$ cat config.mk
export PLATFORM = sky130hd
export DESIGN_NAME = multi_tick_divider
export DESIGN_NICKNAME = d
export VERILOG_FILES = /design/src/rtl/multi_tick_divider.sv
export SDC_FILE = /design/constraint.sdc
export NUM_CORES = 1
export LEC_CHECK = 0
export ABC_AREA = 1
export BUFFER_PORTS_ARGS = -buffer_cell sky130_fd_sc_hd__buf_2
export CAP_MARGIN = 25
export CORE_MARGIN = 1.5
export CORE_UTILIZATION = 30
export DETAILED_ROUTE_END_ITERATION = 12
export HOLD_SLACK_MARGIN = 0.1
export SYNTH_ARGS = -nofsm -noshare
export SYNTH_HDL_FRONTEND = slang
export SYNTH_SLANG_ARGS = --single-unit
$ cat constraint.sdc
create_clock -name clk_in -period 5.85 [get_ports clk_in]
set_input_delay 1.755 -clock clk_in [delete_from_list [all_inputs] [get_ports clk_in]]
set_output_delay 1.755 -clock clk_in [all_outputs]
set_load 0.03 [all_outputs]
$ cat src/rtl/multi_tick_divider.sv
// Multi-channel programmable clock-enable divider: each channel emits a one-cycle
// tick every act+1 cycles and a 50% square wave, with glitch-free divisor updates.
module multi_tick_divider #(
  parameter int NCH = 2,
  parameter int W = 20,
  parameter logic [W-1:0] DEF_DIV = {W{1'b1}},
  localparam int CW = (NCH > 1) ? $clog2(NCH) : 1
) (
  input  logic           clk_in,
  input  logic           rst,
  input  logic [NCH-1:0] en,
  input  logic           sync,
  input  logic           wr_en,
  input  logic [CW-1:0]  wr_ch,
  input  logic [W-1:0]   wr_div,
  output logic [NCH-1:0] tick,
  output logic [NCH-1:0] sq
);

  // One spare bit so an out-of-range index can never alias onto a real channel.
  logic [CW:0] w_wrChExt;
  assign w_wrChExt = {1'b0, wr_ch};

  for (genvar c = 0; c < NCH; c++) begin : g_ch
    logic [W-1:0] r_cnt;
    logic [W-1:0] r_shadow;
    logic [W-1:0] r_act;
    logic         r_tick;
    logic         r_sq;
    logic         w_wrHit;

    assign w_wrHit = wr_en && (w_wrChExt == (CW+1)'(c));

    // act only ever copies the pre-write shadow, so a write landing on a wrap
    // edge takes effect one period later.
    always_ff @(posedge clk_in or posedge rst) begin
      if (rst) begin
        r_cnt    <= '0;
        r_shadow <= DEF_DIV;
        r_act    <= DEF_DIV;
        r_tick   <= 1'b0;
        r_sq     <= 1'b0;
      end else begin
        if (w_wrHit) begin
          r_shadow <= wr_div;
        end
        if (sync) begin
          r_cnt  <= '0;
          r_tick <= 1'b0;
          r_sq   <= 1'b0;
          r_act  <= r_shadow;
        end else if (!en[c]) begin
          r_cnt  <= '0;
          r_tick <= 1'b0;
          r_act  <= r_shadow;
        end else if (r_cnt == r_act) begin
          r_cnt  <= '0;
          r_tick <= 1'b1;
          r_sq   <= ~r_sq;
          r_act  <= r_shadow;
        end else begin
          r_cnt  <= r_cnt + W'(1);
          r_tick <= 1'b0;
        end
      end
    end

    assign tick[c] = r_tick;
    assign sq[c]   = r_sq;
  end

endmodule

==> results of run 1 <==
[cells by family after synthesis]
family / share of synthesized area (%)
flops: 52.5
simple gates: 27.8
xor+xnor: 6.85
fa+ha+maj: 0.410
buf+inv: 8.10
compound gates: 4.27
[per-layer routing]
| layer | up-vias | part of all wire, % |
|---|---|---|
| li1 | 2311 | - |
| met1 | 2113 | 52 |
| met2 | 63 | 43 |
| met3 | 13 | 3.4 |
| met4 | 0 | 1.5 |
| met5 | - | 0 |
[final cells by class]
cell class / count / area [sq um]
Clock buffer: 28 / 559
Clock inverter: 4 / 70.1
Fill cell: 1990 / 12600
Inverter: 84 / 323
Multi-Input combinational cell: 501 / 2400
Sequential cell: 124 / 3200
Tap cell: 265 / 332
Timing Repair Buffer: 36 / 275
[state kept, by name (all words and copies together) (netlist names)]
| signal | flops |
|---|---|
| g_ch.r_act | 40 |
| g_ch.r_cnt | 40 |
| g_ch.r_shadow | 40 |
| g_ch.r_sq | 2 |
| g_ch.r_tick | 2 |
[placed cells by master (no fill, tap or decap), types with 11 or more instances in the layout]
master and instances:
xor2_1 19, nand2_1 242, dfrtp_1 44, buf_2 30, nand3_1 66, nor2_2 11
o21ai_0 43, clkbuf_16 19, inv_1 81, dfstp_2 80, xnor2_1 25, nor2_1 67
[worst paths after layout]
check / end / from / cells past startpoint
max: sq[0] / g_ch[0].r_sq / 1
min: g_ch[0].r_act[15] / g_ch[0].r_shadow[15] / 2
max reg2reg: g_ch[1].r_act[19] / g_ch[1].r_act[5] / 10
min reg2reg: g_ch[0].r_act[15] / g_ch[0].r_shadow[15] / 2
max in group asynchronous: g_ch[0].r_act[11] / rst / 4
min in group asynchronous: g_ch[1].r_cnt[19] / rst / 2
[power by group through the flow]
| stage | registers (mW) | logic [mW] | clock network (mW) |
|---|---|---|---|
| floorplan | 1.04 | 0.155 | 0 |
| global placement | 1.06 | 0.192 | 0 |
| detailed placement | 1.06 | 0.202 | 0 |
| CTS | 1.05 | 0.203 | 1.12 |
| global route | 1.06 | 0.239 | 1.16 |
| finish | 1.04 | 0.204 | 1.10 |
[stage by stage]
step,util (%),total power [mW],instances
floorplan,-,1.19,737
global placement,32.6,1.25,1006
detailed placement,32.9,1.26,1008
CTS,36.0,2.37,1040
global route,36.3,2.45,1042
finish,36.3,2.35,1042
==> metrics list, run 1 <==
- The run finished with clean final reports.
- The wire-length estimate of the detail-placed layout is approximately 9000 um.
- # DRC: 0
- In this run, synthesis inferred 0 flip-flops with an integrated enable.
* Worst max-slew margin expressed relative to the limit: 65.1%
- For this run, the slowest stage of the critical path takes 0.39 ns.
* Number of buffers added by the clock tree synthesis step: 17
- In the global route stage, overall resource usage came out at approximately 13%.
- Routability cong.: approximately 0.79
* Final Hold Viols: 0
- Slack of the worst reg-to-reg path: 3.90 ns
* Global-route wire length before repair: approximately 22000 um
- Synth Instances: between 700 and 800
- The Yosys step of the flow raised 0 warnings.
* Number of detailed-route iterations in the first pass: 5
- CP Max Fanout: 3
* Core Region: 0.0197 sq mm
- Count of hold buffers inserted by post-cts repair: 0
- From synthesis to final layout, the design area changed by 17.5%.
- Routed WL: 12800 um
- Post-DRT Antenna Nets: 0
* Max VDD drop: 0.000171 V
- Buffers added to address setup during post-CTS repair amount to 0.
- Worst path bufs/invs: 1
* Worst clock skew: between 0.008 and 0.009 ns
- The path class of the tightest hold or removal check is reg2reg.
- Biggest area contributors in the synthesized netlist: dfstp_2 34%, dfrtp_1 18%, nand2_1 15%
- Root buf cell: clkbuf_16
* CTS tree: yes
- For this run, the top clock speed supported by timing is approximately 0.37 GHz.
- Maximum number of buffers from clock root to sink: 2
* Internal power of the cells: 1.81 mW
- After synthesis the netlist holds a flip-flop and latch count of ~120.
- STA classifies the critical path endpoint as an output pin.
* RSZ-0062 raised after global routing: false
- Power Density: between 300 and 400 mW/mm^2
- Final number of setup-violating endpoints: 0
- Die Height: about 150 um
* Maximum number of pins on one net before global-route repair: 84
- Met1 global-route usage: a little under a fifth
- Crit path time final: 2.74 ns
* Setup slack of the critical path after layout: between 3 and 4 ns
- Die boundary width: 146 um
- Slew Limit Fails: 0
- Most frequent cells after synthesis: 242 x nand2_1, 82 x inv_1, 80 x dfstp_2, 67 x nor2_1, 66 x nand3_1
- OpenSTA, run right after detailed placement, puts the worst setup slack at about 2.6 ns.
* Transition time at the pin with the least slew margin: between 0.5 and 0.6 ns
- Grt peak-use layer: met2
- Hold WS: roughly 0.46 ns
* Antenna violations before repair: 0
- Count of vias placed by the detailed router: 4500
- Initial cell density of the core: 30.9%
* Mapped Area: 0.00610 sq mm
- PortBufs: 30
* Non-Filler Cell Area, Final: slightly above 0.007 sq mm
- After global routing the overflow that remains totals 0.
- Fraction of the cycle the final worst path needs: between 40% and 50%
* Sequential power share: about 45%
* Clk network pwr share: 46.8%
- Summing the sequential cell areas from Yosys gives 52.5% of the chip area.
- Global routing used 18.6% of the available met2 tracks.
- After routing, the total negative slack on setup checks comes to 0 ns.
- Critical path's slowest cell: dfrtp_1
* Placement-stage cell area: 0.00648 sq mm
* Synthesized area divided by synthesized cell count: around 8.3 sq um
- Fraction of layout cells with a size suffix above 1: about 22%
- The top cell type by area accounts for between 30 and 40% of the synthesized area.
- The via count of the first global-routing pass was around 4400.
- Number of distinct standard cells referenced by the synthesized netlist: 30
- CTS saw approximately 120 sinks.
- Async S/R FF share, synth: 100%
- The floorplan has between 50 and 60 rows.
* H-tree depth: 4
* Cell with the most instances after synthesis: nand2_1
* Category of the most critical setup path: reg2out
- Count of cells resized by post-cts repair: 0
- STA puts the critical path data arrival time at slightly below 1 ns.
* Met3 track utilization from global routing: ~3.4%
- The later pin in the worst-skew pair is clocked with a latency of approximately 0.42 ns.
- Clock-pin slew of the registers on the worst-case setup and hold paths: roughly 0.050 ns
- Number of maximum-capacitance violations: 0
- Gate family responsible for the most delay along the worst path: flip-flops
- Net switching power figure: around 540 uW
- The final layout contains about 790 nets.
- The signal on the critical path passes through buf_2.
* Syn_nets: about 770
* Leakage power summed over all cells: ~3.3 nW
- Antenna diode count: 0
- STA puts the critical path data required time at around 4 ns.
- Full die area: approximately 0.021 sq mm
- Nature of the critical path startpoint: register
- Share of total power consumed by net switching: between 20 and 25%
- Combinational cells account for slightly below 9% of the total power.
- Number of violations reported at the end of detailed-routing iteration 0: approximately 210
- After detailed routing, the number of vias per cell comes to approximately 4.3.
- In the final routed layout, each cell accounts on average for between 10 and 15 um.
* Commonest register cell after synthesis: dfstp_2
- During I/O placement, the number of pins put on the boundary was 31.
- The biggest area contributor in the post-synthesis netlist is dfstp_2.
(Power assumes the default switching activity.)
==> run 2: changes to the inputs <==
==> constraint.sdc (replaced) <==
create_clock -name clk_in -period 2.2 [get_ports clk_in]
set_input_delay 0.66 -clock clk_in [delete_from_list [all_inputs] [get_ports clk_in]]
set_output_delay 0.66 -clock clk_in [all_outputs]
set_load 0.03 [all_outputs]
==> metrics list, run 2 (synthesis gave the netlist of run 1 again) <==
- The data arrival time of the critical path is 2.31 ns (+1.33 ns).
* WL/cell: 12.4 um (+1.1%)
- The global-route wire length before repair came to 22000 um (+1.6%).
- Final TNS setup: 0 ns (unchanged)
- The pre-CTS setup slack is 0.275 ns (-2.34 ns).
* Final Hold Viols: 0 (unchanged)
- The die span in y was 146 um (unchanged).
* Slack of the worst reg-to-reg path: 0.25 ns (-3.65 ns)
* Internal power of the cells: 4.85 mW (+170%)
- The final HPWL from detailed placement came to 8920 um (+2.1%).
- Transition time at the pin with the least slew margin: 0.568 ns (+0.0440 ns)
- Worst clock skew: 0.0145 ns (+0.00623 ns)
- Max VDD drop: 0.000477 V (+180%)
- Largest incremental delay on the critical path: 0.55 ns (+0.16 ns)
- The switching component of the power came to 1.47 mW (+170%).
- Slew Limit Fails: 0 (unchanged)
* Full die area: 0.0212 sq mm (unchanged)
- The worst setup path is captured at a register.
* CP Max Fanout: 35 (+32)
- The kind of cell with the highest combined delay along the critical path is simple AND/OR/NAND/NOR gates.
- The antenna cell count came to 0 (unchanged).
* Crit. path cell count: 10 (+9)
- Among the stages of the critical path, the cell type that occurs most often is nand2_1.
- The via count of the first global-routing pass was 4374 (-1.6%).
- The tightest min-delay check is of the in2async type.
* Share of total power consumed by net switching: 23.2% (+0.21 points)
- WP data required: 2.57 ns (-1.52 ns)
- The number of buffers inserted by post-CTS setup repair was 0 (unchanged).
* Post-route core utilization: 36.3% (-0.051 points)
- H-tree depth: 4 (unchanged)
* Met1 global-route usage: 19.2% (+1.1 points)
- Final number of setup-violating endpoints: 0 (unchanged)
- The total number of placement rows was 51 (unchanged).
- Placement-stage cell area: 0.00650 sq mm (+0.41%)
- Capture point of the critical path: g_ch[1].r_act[10]
- Setup repair after global routing left no endpoint under its margin.
- Biggest registers after layout: g_ch.r_act (40), g_ch.r_cnt (40), g_ch.r_shadow (40)
* Overall overflow remaining after global route: 0 (unchanged)
- The depth of the worst register-to-register path came to 10 (unchanged).
- Routed WL: 13000 um (+1.6%)
- Non-Filler Cell Area, Final: 0.00715 sq mm (-0.14%)
- Clock latency at the later pin of the worst-skew pair: 0.42 ns (about the same)
* CTS tree: yes
- The maximum buffer depth of the clock tree is 2 (unchanged).
- The maximum number of pins on one net before global-route repair is 89 (+6.0%).
* Sinks on Clock Net: 124 (unchanged)
- Number of buffers added by the clock tree synthesis step: 17 (unchanged)
- Worst max-slew margin expressed relative to the limit: 62.1% (-3.0 points)
- The layer flagged by global routing as most heavily used is met1.
* Number of violations reported at the end of detailed-routing iteration 0: 244 (+15%)
- Clock-pin slew of the registers on the worst-case setup and hold paths: 0.05 ns (about the same)
* Critical path's slowest cell: dfstp_2
- Count of hold buffers inserted by post-cts repair: 0 (unchanged)
* Nature of the critical path startpoint: register
- The via count normalized by instance count was 4.37 (+1.2%).
* Highest clock rate: a little over 0.5 GHz
* Count of vias placed by the detailed router: 4578 (+1.7%)
- The total design power was 6.32 mW (+170%).
* Worst reg2reg path startpoint: g_ch[1].r_act[5]
- Clock tree synthesis selected as its root buffer the cell clkbuf_16.
* Leakage power summed over all cells: 3.26 nW (about the same)
- Launching element of the worst setup path: g_ch[1].r_act[5]
- The met3 routing resource usage after global routing came to 3.67% (+0.28 points).
- Most common cell after layout, fill and taps aside: nand2_1
* Count of cells resized by post-cts repair: 0 (unchanged)
- The run finished with clean final reports.
* Boundary pin count: 31 (unchanged)
- Met2 usage: 18.1% (-0.50 points)
- Clk network pwr share: 47.7% (+0.9 points)
- The port buffer count was 30 (unchanged).
- Dividing the final minimum period by the clock period gives 88.4%.
* Fraction of layout cells with a size suffix above 1: 22.4% (+0.76 points)
- The last weighted congestion value of the routability-driven placer came to 0.796 (+1.2%).
* Antenna violations before repair: 0 (unchanged)
- The count of antenna-violating nets left after detailed routing is 0 (unchanged).
- Number of detailed-route iterations in the first pass: 7 (+2)
- Endpoint of the worst register-to-register path: g_ch[1].r_act[10]
- # DRC: 0 (unchanged)
* Sequential power share: 43.8% (-0.7 points)
- Combinational cell fraction of total power: 8.5% (-0.2 points)
* Die boundary width: 146 um (unchanged)
- Initial cell density of the core: 30.9% (unchanged)
- Cell chain of the critical path: nand2_1, nand2_1, nand2_1, nor2_1, nand3_1, nor2_4, inv_4, nand2_4, nand2_1, nand2_1
* Setup slack of the critical path after layout: 0.254 ns (-2.86 ns)
- The count of max-cap constraint violations is 0 (unchanged).
- Crit path time final: about 1.9 ns
- The area of the core was 0.0197 sq mm (unchanged).
- In the layout the commonest cells are 242 x nand2_1, 81 x inv_1, 80 x dfstp_2.
- The number of buffer and inverter instances along the worst setup path came to 1 (unchanged).
- The areal power density over the cells is 884 mW/mm^2 (+170%).
- The worst setup path is of the reg2reg kind.
* Area growth, synth to finish: 17.3%
* Overall routing resource usage: 13.1% (+0.25 points)
* Net count of the finished layout: 798 (+0.63%)
-- run 2: cell count changes in the layout (fill, tap and decap cells not counted), moves of 2 or more --
cell,before,now
clkbuf_8,5,1
clkbuf_1,4,2
buf_4,2,10
buf_16,4,0
clkinvlp_4,0,3
-- run 2: worst min-delay path by stage --
stage / to / start / cells after the start
2_1_floorplan: g_ch[0].r_act[10] / g_ch[0].r_shadow[10] / 2
3_3_place_gp: g_ch[0].r_act[14] / g_ch[0].r_shadow[14] / 2
3_5_place_dp: g_ch[1].r_act[14] / g_ch[1].r_shadow[14] / 2
4_1_cts: g_ch[0].r_cnt[13] / rst / 3
5_1_grt: g_ch[1].r_cnt[14] / rst / 3
6_report: g_ch[1].r_cnt[14] / rst / 3
-- run 2: power by group through the flow --
stage	Clock (mW)	Sequential (mW)	Combinational, mW
final	3.01	2.77	0.535
after global routing	3.16	2.80	0.635
after CTS	3.07	2.77	0.548
after detailed placement	0	2.80	0.543
after global placement	0	2.81	0.531
after floorplan	0	2.76	0.413
-- run 2: layer usage --
metal  wire [um]  vias to the layer above
met5           0                        -
met4         121                        0
met3         522                       10
met2        5600                       81
met1        6740                     2152
li1            -                     2335
-- run 2: through the flow --
step / hold WS, ns / instances
after floorplan: 0.442 / 737
final: 0.400 / 1047
after global routing: 0.464 / 1047
after detailed placement: 0.450 / 1015
after CTS: 0.417 / 1047
after global placement: 0.449 / 1015
-- run 2: final cells by class --
cell class | instances | area [sq um]
clock inverters | 9 | 126
flip-flops and latches | 124 | 3200
multi-input cells | 501 | 2400
inverters | 84 | 324
clock buffers | 23 | 522
well taps | 265 | 332
fillers | 1988 | 12600
repair buffers | 41 | 245
-- run 2: worst reg2reg max path, stage by stage (launching register included) --
cell and delay [ns]:
dfstp_2 0.55, nand2_1 0.05, nand2_1 0.06, nand2_1 0.07, nor2_1 0.11, nand3_1 0.17, nor2_4 0.17, inv_4 0.14
nand2_4 0.35, nand2_1 0.14, nand2_1 0.08
==> run 3: changes to the inputs <==
==> constraint.sdc (replaced) <==
create_clock -name clk_in -period 2.08 [get_ports clk_in]
set_input_delay 0.624 -clock clk_in [delete_from_list [all_inputs] [get_ports clk_in]]
set_output_delay 0.624 -clock clk_in [all_outputs]
set_load 0.03 [all_outputs]
==> metrics list, run 3 (synthesis gave the netlist of run 1 again) <==
- Number of maximum-capacitance violations: 0 (unchanged)
- Non-Filler Cell Area, Final: 0.00710 sq mm (-0.75%)
* Boundary pin count: 31 (unchanged)
* Sinks on Clock Net: 124 (unchanged)
* Nature of the critical path startpoint: register
* Highest clock rate: 0.558 GHz (+8.6%)
* Final number of setup-violating endpoints: 0 (unchanged)
* Worst max-slew margin expressed relative to the limit: 67.1% (+5.0 points)
* Slew Limit Fails: 0 (unchanged)
- In the final layout, the registers with the most flip-flops are g_ch.r_act (40), g_ch.r_cnt (40), g_ch.r_shadow (40).
- Number of buffers added by the clock tree synthesis step: 17 (unchanged)
- Net count of the finished layout: 801 (+0.38%)
- Overall overflow remaining after global route: 0 (unchanged)
- The total design power came to 6.34 mW (+0.38%).
- CTS tree: yes
* Number of violations reported at the end of detailed-routing iteration 0: 323 (+32%)
* Commonest non-fill, non-tap cells in the layout: 242 x nand2_1, 81 x inv_1, 80 x dfstp_2
* RSZ-0062 raised after global routing: false
- Post-DRT Antenna Nets: 0 (unchanged)
- The DRC violation count after routing was 0 (unchanged).
* Power Density: 894 mW/mm^2 (+1.1%)
* Initial cell density of the core: 30.9% (unchanged)
- Fraction of layout cells with a size suffix above 1: 22.4% (+0.070 points)
* Number of detailed-route iterations in the first pass: 4 (-3)
- The slew of the pin with the lowest slew margin came to 0.493 ns (-0.0753 ns).
- Combined flip-flop and latch cell area: 0.00320 sq mm (unchanged)
- The biggest fanout along the worst timing path was 26 (-26%).
- The final HPWL from detailed placement was 9270 um (+3.9%).
* Hold WS: 0.360 ns (-0.0398 ns)
- The library cell used most frequently in the layout, excluding fill and tap cells, is nand2_1.
* Setup slack of the critical path after layout: 0.288 ns (+0.0337 ns)
- Leakage power summed over all cells: 3.24 nW (-0.35%)
- Count of hold buffers inserted by post-cts repair: 0 (unchanged)
- The number of buffers inserted by post-CTS setup repair came to 0 (unchanged).
- WL/cell: 12.6 um (+1.4%)
- Worst-case setup slack after placement: 0.280 ns (+0.00503 ns)
- Antenna violations before repair: 0 (unchanged)
- The data required time of the worst path came to 2.45 ns (-0.12 ns).
* Worst endpoint data arrival time: 2.16 ns (-0.15 ns)
* Die boundary width: 146 um (unchanged)
- The die area is 0.0212 sq mm (unchanged).
- The area of combinational cells with multiple inputs came to 0.00240 sq mm (unchanged).
- The overall fraction of global-route tracks in use came to 13.4% (+0.35 points).
- The antenna cell count is 0 (unchanged).
* Clock-pin slew of the registers on the worst-case setup and hold paths: 0.05 ns (about the same)
- Row cnt: 51 (unchanged)
* Die Height: 146 um (unchanged)
- The critical path is of the reg2reg type.
- Maximum number of buffers from clock root to sink: 2 (unchanged)
* Final-layout fill cell count: 2010 (+1.1%)
- Routed WL: 13200 um (+1.6%)
* Final Hold Viols: 0 (unchanged)
- Vias per cell: 4.36 (-0.21%)
* Count of cells resized by post-cts repair: 0 (unchanged)
* Worst min-delay path class: in2async
* Core Region: 0.0197 sq mm (unchanged)
* Area growth, synth to finish: 16.4%
- Crit path time final: 1.79 ns (-0.154 ns)
- Status: finished clean
- The count of H-tree levels built during CTS came to 4 (unchanged).
* Fraction of the cycle the final worst path needs: 86.2% (-2.3 points)
- Routability cong.: 0.794 (-0.26%)
- The worst clock skew on the final layout is 0.00623 ns (-0.00826 ns).
- STA classifies the critical path endpoint as a register.
- The global-route wire length before repair was 22500 um (+2.0%).
* Root buf cell: clkbuf_16
- The maximum number of pins on one net before global-route repair came to 91 (+2.2%).
* Vias in the first global route: 4514 (+3.2%)
* Placement-stage cell area: 0.00654 sq mm (+0.54%)
- Clock latency at the later pin of the worst-skew pair: 0.42 ns (about the same)
- Number of placed instances with taps included: 1018 (+0.30%)
- The routed via count came to 4577 (-0.022%).
* PortBufs: 30 (unchanged)
- The final cell count without fillers was 1049 (+0.19%).
* Max VDD drop: 0.000615 V (+29%)
==> run 3: cell count changes in the layout (fill, tap and decap cells not counted) <==
cell / before / now
bufinv_16: 3 / 2
clkbuf_1: 2 / 3
inv_4: 3 / 2
clkbuf_8: 1 / 2
buf_4: 10 / 12
buf_12: 1 / 2
clkinv_2: 3 / 7
clkbuf_16: 20 / 17
clkinvlp_4: 3 / 1
==> run 3: worst max-delay path, cell delays in order (launching register included) <==
cell and delay (ns):
dfstp_2 0.55, nand2_1 0.05, nand2_1 0.07, nand2_1 0.05, nor2_1 0.14, nand3_1 0.15, nor2_4 0.15, inv_4 0.11
nand2_4 0.14, buf_12 0.19, nand2_1 0.08, nand2_1 0.06
==> run 3: stage by stage <==
step	utilization, %	TNS (ns)
floorplan	-	-0.175
global placement	33.2	0
detailed placement	33.2	0
CTS	36.0	0
global route	36.0	0
finish	36.0	0
==> run 3: layout make-up <==
| cell class | count | area share [%] |
|---|---|---|
| tap | 265 | 4.67 |
| multi-input combinational | 501 | 33.8 |
| sequential | 124 | 45.1 |
| clock buffer | 22 | 6.54 |
| timing repair buffer | 44 | 3.95 |
| inverter | 84 | 4.56 |
| clock inverter | 9 | 1.34 |
==> run 3: metal layers <==
metal	track usage [%]	share of wire (%)
met5	0	0
met4	4.90	1.1
met3	3.98	4.6
met2	18.5	42
met1	19.6	52
==> run 3: final timing paths <==
path / startpoint / endpoint / cells past startpoint / slack (ns)
max in group asynchronous: rst / g_ch[1].r_shadow[6] / 3 / 1.32
min: rst / g_ch[0].r_cnt[11] / 3 / 0.36
max: g_ch[1].r_act[9] / g_ch[1].r_act[10] / 11 / 0.29
min reg2reg: g_ch[0].r_shadow[13] / g_ch[0].r_act[13] / 2 / 0.46
min in group clk_in: wr_div[17] / g_ch[0].r_shadow[17] / 3 / 0.45
max reg2reg: g_ch[1].r_act[9] / g_ch[1].r_act[10] / 11 / 0.29
==> run 3: report_power, final <==
part | internal (mW) | switching, mW | leakage, nW | total (mW)
clock | 1.80 | 1.03 | 0.283 | 2.83
sequential | 2.78 | 0.156 | 1.45 | 2.94
combinational | 0.229 | 0.346 | 1.51 | 0.574
total | 4.81 | 1.53 | 3.24 | 6.34
